<file path="src/rtl/shift_reg_multi_pkg.sv">
// Shared mode encodings, per-stage next-value select and a popcount helper
// for the multi-mode shift register.
package shift_reg_pkg;

    localparam logic [1:0] MODE_HOLD = 2'b00;
    localparam logic [1:0] MODE_FWD  = 2'b01;
    localparam logic [1:0] MODE_BWD  = 2'b10;
    localparam logic [1:0] MODE_ROT  = 2'b11;

    typedef enum logic [1:0] {
        SEL_HOLD = 2'd0,
        SEL_LO   = 2'd1,
        SEL_HI   = 2'd2
    } stage_sel_e;

    // Widest valid vector the count helper accepts; callers zero-extend.
    localparam int MAX_DEPTH = 256;

    function automatic int popcount(input logic [MAX_DEPTH-1:0] i_vec);
        int n;
        n = 0;
        for (int i = 0; i < MAX_DEPTH; i++) begin
            n += int'(i_vec[i]);
        end
        return n;
    endfunction

endpackage

</file>
<file path="src/rtl/shift_reg_multi_if.sv">
// Control/data bundle between a driver and the shift register; clk/reset
// stay outside as plain ports.
interface shift_reg_multi_if #(
    parameter int WIDTH = 2,
    parameter int DEPTH = 4
);
    localparam int TW = (DEPTH > 1) ? $clog2(DEPTH) : 1;
    localparam int CW = $clog2(DEPTH + 1);

    logic [1:0]       mode;
    logic             clear;
    logic [WIDTH-1:0] datain;
    logic             in_valid;
    logic [TW-1:0]    tap_sel;
    logic [WIDTH-1:0] dataout;
    logic             out_valid;
    logic [CW-1:0]    fill_count;
    logic             full;
    logic             empty;

    modport master (
        output mode, clear, datain, in_valid, tap_sel,
        input  dataout, out_valid, fill_count, full, empty
    );

    modport slave (
        input  mode, clear, datain, in_valid, tap_sel,
        output dataout, out_valid, fill_count, full, empty
    );

endinterface

</file>
<file path="src/rtl/shift_reg_multi_stage.sv">
// One data+valid stage: holds, or loads from its lower or upper neighbour;
// exposes its next valid bit so the parent can count fill level.
module shift_reg_stage
    import shift_reg_pkg::*;
#(
    parameter int WIDTH = 2
) (
    input  logic             i_clk,
    input  logic             i_rst,
    input  logic             i_clr,
    input  stage_sel_e       i_sel,
    input  logic [WIDTH-1:0] i_lo_d,
    input  logic             i_lo_v,
    input  logic [WIDTH-1:0] i_hi_d,
    input  logic             i_hi_v,
    output logic [WIDTH-1:0] o_d,
    output logic             o_v,
    output logic             o_nxt_v
);
    logic [WIDTH-1:0] r_d;
    logic             r_v;
    logic [WIDTH-1:0] w_nxt_d;
    logic             w_nxt_v;

    always_comb begin
        w_nxt_d = r_d;
        w_nxt_v = r_v;
        case (i_sel)
            SEL_LO: begin
                w_nxt_d = i_lo_d;
                w_nxt_v = i_lo_v;
            end
            SEL_HI: begin
                w_nxt_d = i_hi_d;
                w_nxt_v = i_hi_v;
            end
            default: ;
        endcase
    end

    always_ff @(posedge i_clk) begin
        if (i_rst || i_clr) begin
            r_d <= '0;
            r_v <= 1'b0;
        end else begin
            r_d <= w_nxt_d;
            r_v <= w_nxt_v;
        end
    end

    assign o_d     = r_d;
    assign o_v     = r_v;
    assign o_nxt_v = w_nxt_v;

endmodule

</file>
<file path="src/rtl/shift_reg_multi.sv">
// DEPTH-stage multi-mode shift register (hold / shift fwd / shift bwd / rotate)
// with a combinational output tap and a registered fill count.
module shift_reg_multi
    import shift_reg_pkg::*;
#(
    parameter int WIDTH = 2,
    parameter int DEPTH = 4
) (
    input  logic              clk,
    input  logic              reset,
    shift_reg_multi_if.slave  bus
);
    localparam int TW = (DEPTH > 1) ? $clog2(DEPTH) : 1;
    localparam int CW = $clog2(DEPTH + 1);

    logic [DEPTH-1:0][WIDTH-1:0] w_s;
    logic [DEPTH-1:0]            w_v;
    logic [DEPTH-1:0]            w_nv;
    stage_sel_e                  w_sel;
    logic [WIDTH-1:0]            w_lo0_d;
    logic                        w_lo0_v;
    logic [CW-1:0]               r_fill;

    // Rotate is a forward shift whose stage-0 input is the last stage.
    always_comb begin
        w_sel   = SEL_HOLD;
        w_lo0_d = bus.datain;
        w_lo0_v = bus.in_valid;
        case (bus.mode)
            MODE_FWD: w_sel = SEL_LO;
            MODE_BWD: w_sel = SEL_HI;
            MODE_ROT: begin
                w_sel   = SEL_LO;
                w_lo0_d = w_s[DEPTH-1];
                w_lo0_v = w_v[DEPTH-1];
            end
            default: w_sel = SEL_HOLD;
        endcase
    end

    for (genvar g = 0; g < DEPTH; g++) begin : g_stage
        logic [WIDTH-1:0] w_lo_d;
        logic             w_lo_v;
        logic [WIDTH-1:0] w_hi_d;
        logic             w_hi_v;

        if (g == 0) begin : g_lo_in
            assign w_lo_d = w_lo0_d;
            assign w_lo_v = w_lo0_v;
        end else begin : g_lo_nb
            assign w_lo_d = w_s[g-1];
            assign w_lo_v = w_v[g-1];
        end

        if (g == DEPTH - 1) begin : g_hi_in
            assign w_hi_d = bus.datain;
            assign w_hi_v = bus.in_valid;
        end else begin : g_hi_nb
            assign w_hi_d = w_s[g+1];
            assign w_hi_v = w_v[g+1];
        end

        shift_reg_stage #(.WIDTH(WIDTH)) u_stage (
            .i_clk   (clk),
            .i_rst   (reset),
            .i_clr   (bus.clear),
            .i_sel   (w_sel),
            .i_lo_d  (w_lo_d),
            .i_lo_v  (w_lo_v),
            .i_hi_d  (w_hi_d),
            .i_hi_v  (w_hi_v),
            .o_d     (w_s[g]),
            .o_v     (w_v[g]),
            .o_nxt_v (w_nv[g])
        );
    end

    always_ff @(posedge clk) begin
        if (reset || bus.clear) begin
            r_fill <= '0;
        end else begin
            r_fill <= CW'(popcount(MAX_DEPTH'(w_nv)));
        end
    end

    // Out-of-range taps (non-power-of-2 DEPTH) match no stage and read zero.
    always_comb begin
        bus.dataout   = '0;
        bus.out_valid = 1'b0;
        for (int i = 0; i < DEPTH; i++) begin
            if (bus.tap_sel == TW'(i)) begin
                bus.dataout   = w_s[i];
                bus.out_valid = w_v[i];
            end
        end
    end

    assign bus.fill_count = r_fill;
    assign bus.full       = (r_fill == CW'(DEPTH));
    assign bus.empty      = (r_fill == '0);

endmodule

</file>
<file path="src/flat_wrapper.sv">
// flat-port wrapper written by rule: the top's interface ports become plain ports
module shift_reg_multi_flat import shift_reg_pkg::*;
#(
    parameter int WIDTH = 2,
    parameter int DEPTH = 4
)
  (clk, reset, bus_mode, bus_clear, bus_datain, bus_in_valid, bus_tap_sel, bus_dataout, bus_out_valid, bus_fill_count, bus_full, bus_empty);
  shift_reg_multi_if #(.WIDTH(WIDTH), .DEPTH(DEPTH)) bus_i ();
  input  logic clk;
  input  logic reset;
  input wire logic [$bits(bus_i.mode)-1:0] bus_mode;
  input wire logic [$bits(bus_i.clear)-1:0] bus_clear;
  input wire logic [$bits(bus_i.datain)-1:0] bus_datain;
  input wire logic [$bits(bus_i.in_valid)-1:0] bus_in_valid;
  input wire logic [$bits(bus_i.tap_sel)-1:0] bus_tap_sel;
  output wire logic [$bits(bus_i.dataout)-1:0] bus_dataout;
  output wire logic [$bits(bus_i.out_valid)-1:0] bus_out_valid;
  output wire logic [$bits(bus_i.fill_count)-1:0] bus_fill_count;
  output wire logic [$bits(bus_i.full)-1:0] bus_full;
  output wire logic [$bits(bus_i.empty)-1:0] bus_empty;
  assign bus_i.mode = bus_mode;
  assign bus_i.clear = bus_clear;
  assign bus_i.datain = bus_datain;
  assign bus_i.in_valid = bus_in_valid;
  assign bus_i.tap_sel = bus_tap_sel;
  assign bus_dataout = bus_i.dataout;
  assign bus_out_valid = bus_i.out_valid;
  assign bus_fill_count = bus_i.fill_count;
  assign bus_full = bus_i.full;
  assign bus_empty = bus_i.empty;
  shift_reg_multi #(.WIDTH(WIDTH), .DEPTH(DEPTH)) u_core (.clk(clk), .reset(reset), .bus(bus_i));
endmodule
</file>
<file path="config.mk">
export PLATFORM = sky130hd
export DESIGN_NAME = shift_reg_multi_flat
export DESIGN_NICKNAME = d
export VERILOG_FILES = /design/src/rtl/shift_reg_multi_pkg.sv /design/src/rtl/shift_reg_multi_if.sv /design/src/rtl/shift_reg_multi_stage.sv /design/src/rtl/shift_reg_multi.sv /design/src/flat_wrapper.sv
export SDC_FILE = /design/constraint.sdc
export NUM_CORES = 1
export LEC_CHECK = 0
export ABC_AREA = 1
export BUFFER_PORTS_ARGS = -buffer_cell sky130_fd_sc_hd__buf_2
export CORE_MARGIN = 2
export CORE_UTILIZATION = 45
export CTS_CLUSTER_SIZE = 20
export DETAILED_ROUTE_END_ITERATION = 8
export GPL_TIMING_DRIVEN = 1
export PLACE_DENSITY_LB_ADDON = 0.08
export SLEW_MARGIN = 20
export SYNTH_ARGS = -nofsm -noshare
export SYNTH_HDL_FRONTEND = slang
export SYNTH_SLANG_ARGS = --single-unit
</file>
<file path="constraint.sdc">
create_clock -name clk -period 5.3 [get_ports clk]
set_input_delay 0.53 -clock clk [delete_from_list [all_inputs] [get_ports clk]]
set_output_delay 0.53 -clock clk [all_outputs]
set_load 0.02 [all_outputs]
</file>
==> metrics.md <==
| Metric | Value |
|---|---|
| Initial Util | 49.3% |
| Sink Count | 15 |
| Number of flops mapped to enable cells by yosys | 0 |
| Slew @ Worst Pin | 774 ps |
| Hpwl dp | 1.44 mm |
| Drt via density | 4.66 |
| WP data required | 5480 ps |
| Hold crit path type | in2reg |
| WP buf/inv | 2 |
| Synth cell types | 19 |
| Top-area cell type share of the netlist area | 34.2% |
| Worst-skew pair later-pin latency | 280 ps |
| Area delta synth->final | 13.7% |
| Final-stage net count | 168 |
| Fin crit period | 2170 ps |
| Non-filler cells, final | 179 |
| First-pass GRT wire length | 2.98 mm |
| Vias in the first global route | 672 |
| Synth Net Count | 149 |
| Final Slew Violations | 0 |
| Ant diodes | 0 |
| Ports | 18 |
| GPL Wtd Cong | 0.836 |
| Period utilisation layout | 40.9% |
| Outcome | completed |
| Crit path kind | in2reg |
| Clk buf depth | 2 |
| #FFs+latches synth | 15 |
| Fin. Hold Viols | 0 |
| Largest cells by area after synthesis | dfxtp_1 34%, nand2_1 23%, inv_1 9.4%, nand3_1 8.5%, nand3_2 3.4% |
| Chip width | 48.2 um |
| Slew headroom | 48.2% |
| Cell taking the most area after synthesis | dfxtp_1 |
| Post-CTS resize count | 0 |
| Crit-path max cell delay | 380 ps |
| YS warnings | 0 |
| Clk slew on worst S/H paths | 90 ps |
| Ratio of cells with drive above 1 in the final layout | 17.5% |
| Hold-fix buffers, CTS | 0 |
| Die height | 48.2 um |
| Via Count | 834 |
| Wire per inst | 10.4 um |
| TritonCTS Buffers | 3 |
| GRT Total Usage | 18.6% |
| RSZ-0062 raised after global routing | false |
| Crit-path max FO | 16 |
| Top FF cell, synth | dfxtp_1 |
| Sequential element share of the synthesized area | 34.2% |
| Setup TNS | 0 ps |
| Core Area | 1780 um2 |
| Top delay family on crit path | adder cells |
| Syn Inst Count | 136 |
| Ys async rst share | 0% |
| Setup bufs post-CTS | 0 |
| WHS | 549 ps |
| First-pass detailed-route iteration total | 4 |
| Worst path arrival time | 2350 ps |
| Power Density | 214 nW/um2 |
| Worst setup SP type | primary input |
| MaxCap Viol Count | 0 |
| Initial antenna violation count | 0 |
| Residual DRC | 0 |
| FMAX | 462 MHz |
| Crit. End Element | flip-flop |
| Port bufs | 17 |
| TritonCTS clock tree | built |
| GRT overflow | 0 |
| Worst IR drop on VDD | 0.000179 V |
| Slowest CP cell | fa_1 |
| Worst path cell trace | buf_2, nor2_2, nand2_1, nand2_1, nor2_1, ha_1, fa_1, ha_1, inv_1, nor2_1 |
| Total Routed Length | 1.87 mm |
| Largest net degree at the start of global routing | 17 |
| Cell row count | 15 |
| Placed cell count | 175 |
| Fin Clk Skew | 1.69 ps |
| Synthesized area | 878 um2 |
| H-tree depth | 1 |
| Average size of a mapped cell | 6.46 um2 |
| Root Driver | clkbuf_4 |
| Setup violators final | 0 |
| LEAKAGE | 0.569 nW |
| Routed Antenna Nets | 0 |
| Iteration-0 DRC Markers | 17 |
| Die ar. | 2320 um2 |
## final cells by class
class,count,area [um2]
clock buffer,3,22.5
clock inverter,1,5.00
fill,187,785
inverter,23,86.3
multi-input combinational,95,468
sequential,15,300
tap,25,31.3
timing repair buffer,17,85.1
## cell usage in the layout (no fill, tap or decap)
cell	Yosys	routed
buf_2	1	17
ha_1	2	2
clkbuf_4	0	3
fa_1	1	1
nand3_1	15	15
nor3b_1	1	1
o21ai_0	4	4
nor2_2	1	1
nor2_8	1	1
clkinv_2	0	1
nand3_2	3	3
nor2_1	7	7
a21oi_1	2	2
nand2_1	53	53
nor3_1	2	2
dfxtp_1	15	15
nand4_1	3	3
inv_2	1	1
inv_1	22	22
## power breakdown
part	switching, mW	internal [mW]	total, mW
sequential	0.00228	0.115	0.117
combinational	0.0215	0.0108	0.0323
clock	0.0363	0.0280	0.0643
total	0.0602	0.154	0.214
## final timing paths
check | startpoint | to | slack [ps] | cells after the start
worst max-delay path | bus_mode[0] | u_core.bus.fill_count[1] | 3130 | 10
worst min-delay path | bus_datain[0] | u_core.g_stage[3].u_stage.o_d[0] | 550 | 5
worst max register to register | u_core.g_stage[3].u_stage.o_v | u_core.bus.fill_count[1] | 3500 | 9
worst min register to register | u_core.g_stage[0].u_stage.o_d[1] | u_core.g_stage[0].u_stage.o_d[1] | 590 | 2
## tightest hold or removal path: cells and delay by family
kind	cells	cell delay [ps]
and+or+nand+nor	3	140
buffers and inverters	2	130
## Yosys cell counts, types with 2 or more instances
cell type	number
nand4_1	3
a21oi_1	2
nor3_1	2
o21ai_0	4
inv_1	22
nand2_1	53
nand3_2	3
ha_1	2
nand3_1	15
dfxtp_1	15
nor2_1	7
## metal layers
layer	wire length (um)	global-route usage, %	up-vias
met1	984	27.2	356
met2	767	26.3	21
met3	101	3.70	2
li1	-	-	455
met5	0	0	-
met4	14	8.11	0
## sequential cells by signal, summed over array words and instances (netlist names)
| name | cells |
|---|---|
| u_core.bus.fill_count | 3 |
| u_core.g_stage.u_stage.o_d | 8 |
| u_core.g_stage.u_stage.o_v | 4 |
## stage by stage
step	instance area (um2)	worst slack [ps]	total power, mW	util, %
2_1_floorplan	878	3130	0.142	-
3_3_place_gp	971	2920	0.151	54.5
3_5_place_dp	971	2850	0.152	54.5
4_1_cts	998	3150	0.217	56.0
5_1_grt	998	2950	0.227	56.0
6_report	998	3130	0.214	56.0
## logic make-up after synthesis
group,Yosys count,synth area share [%]
flip-flops,15,34.2
adder cells (fa/ha/maj),3,5.13
buffers and inverters,26,12.5
AND/OR/NAND/NOR,86,44.7
AO/OA/AOI/OAI,6,3.42
Power figures use the tool's default switching activity.
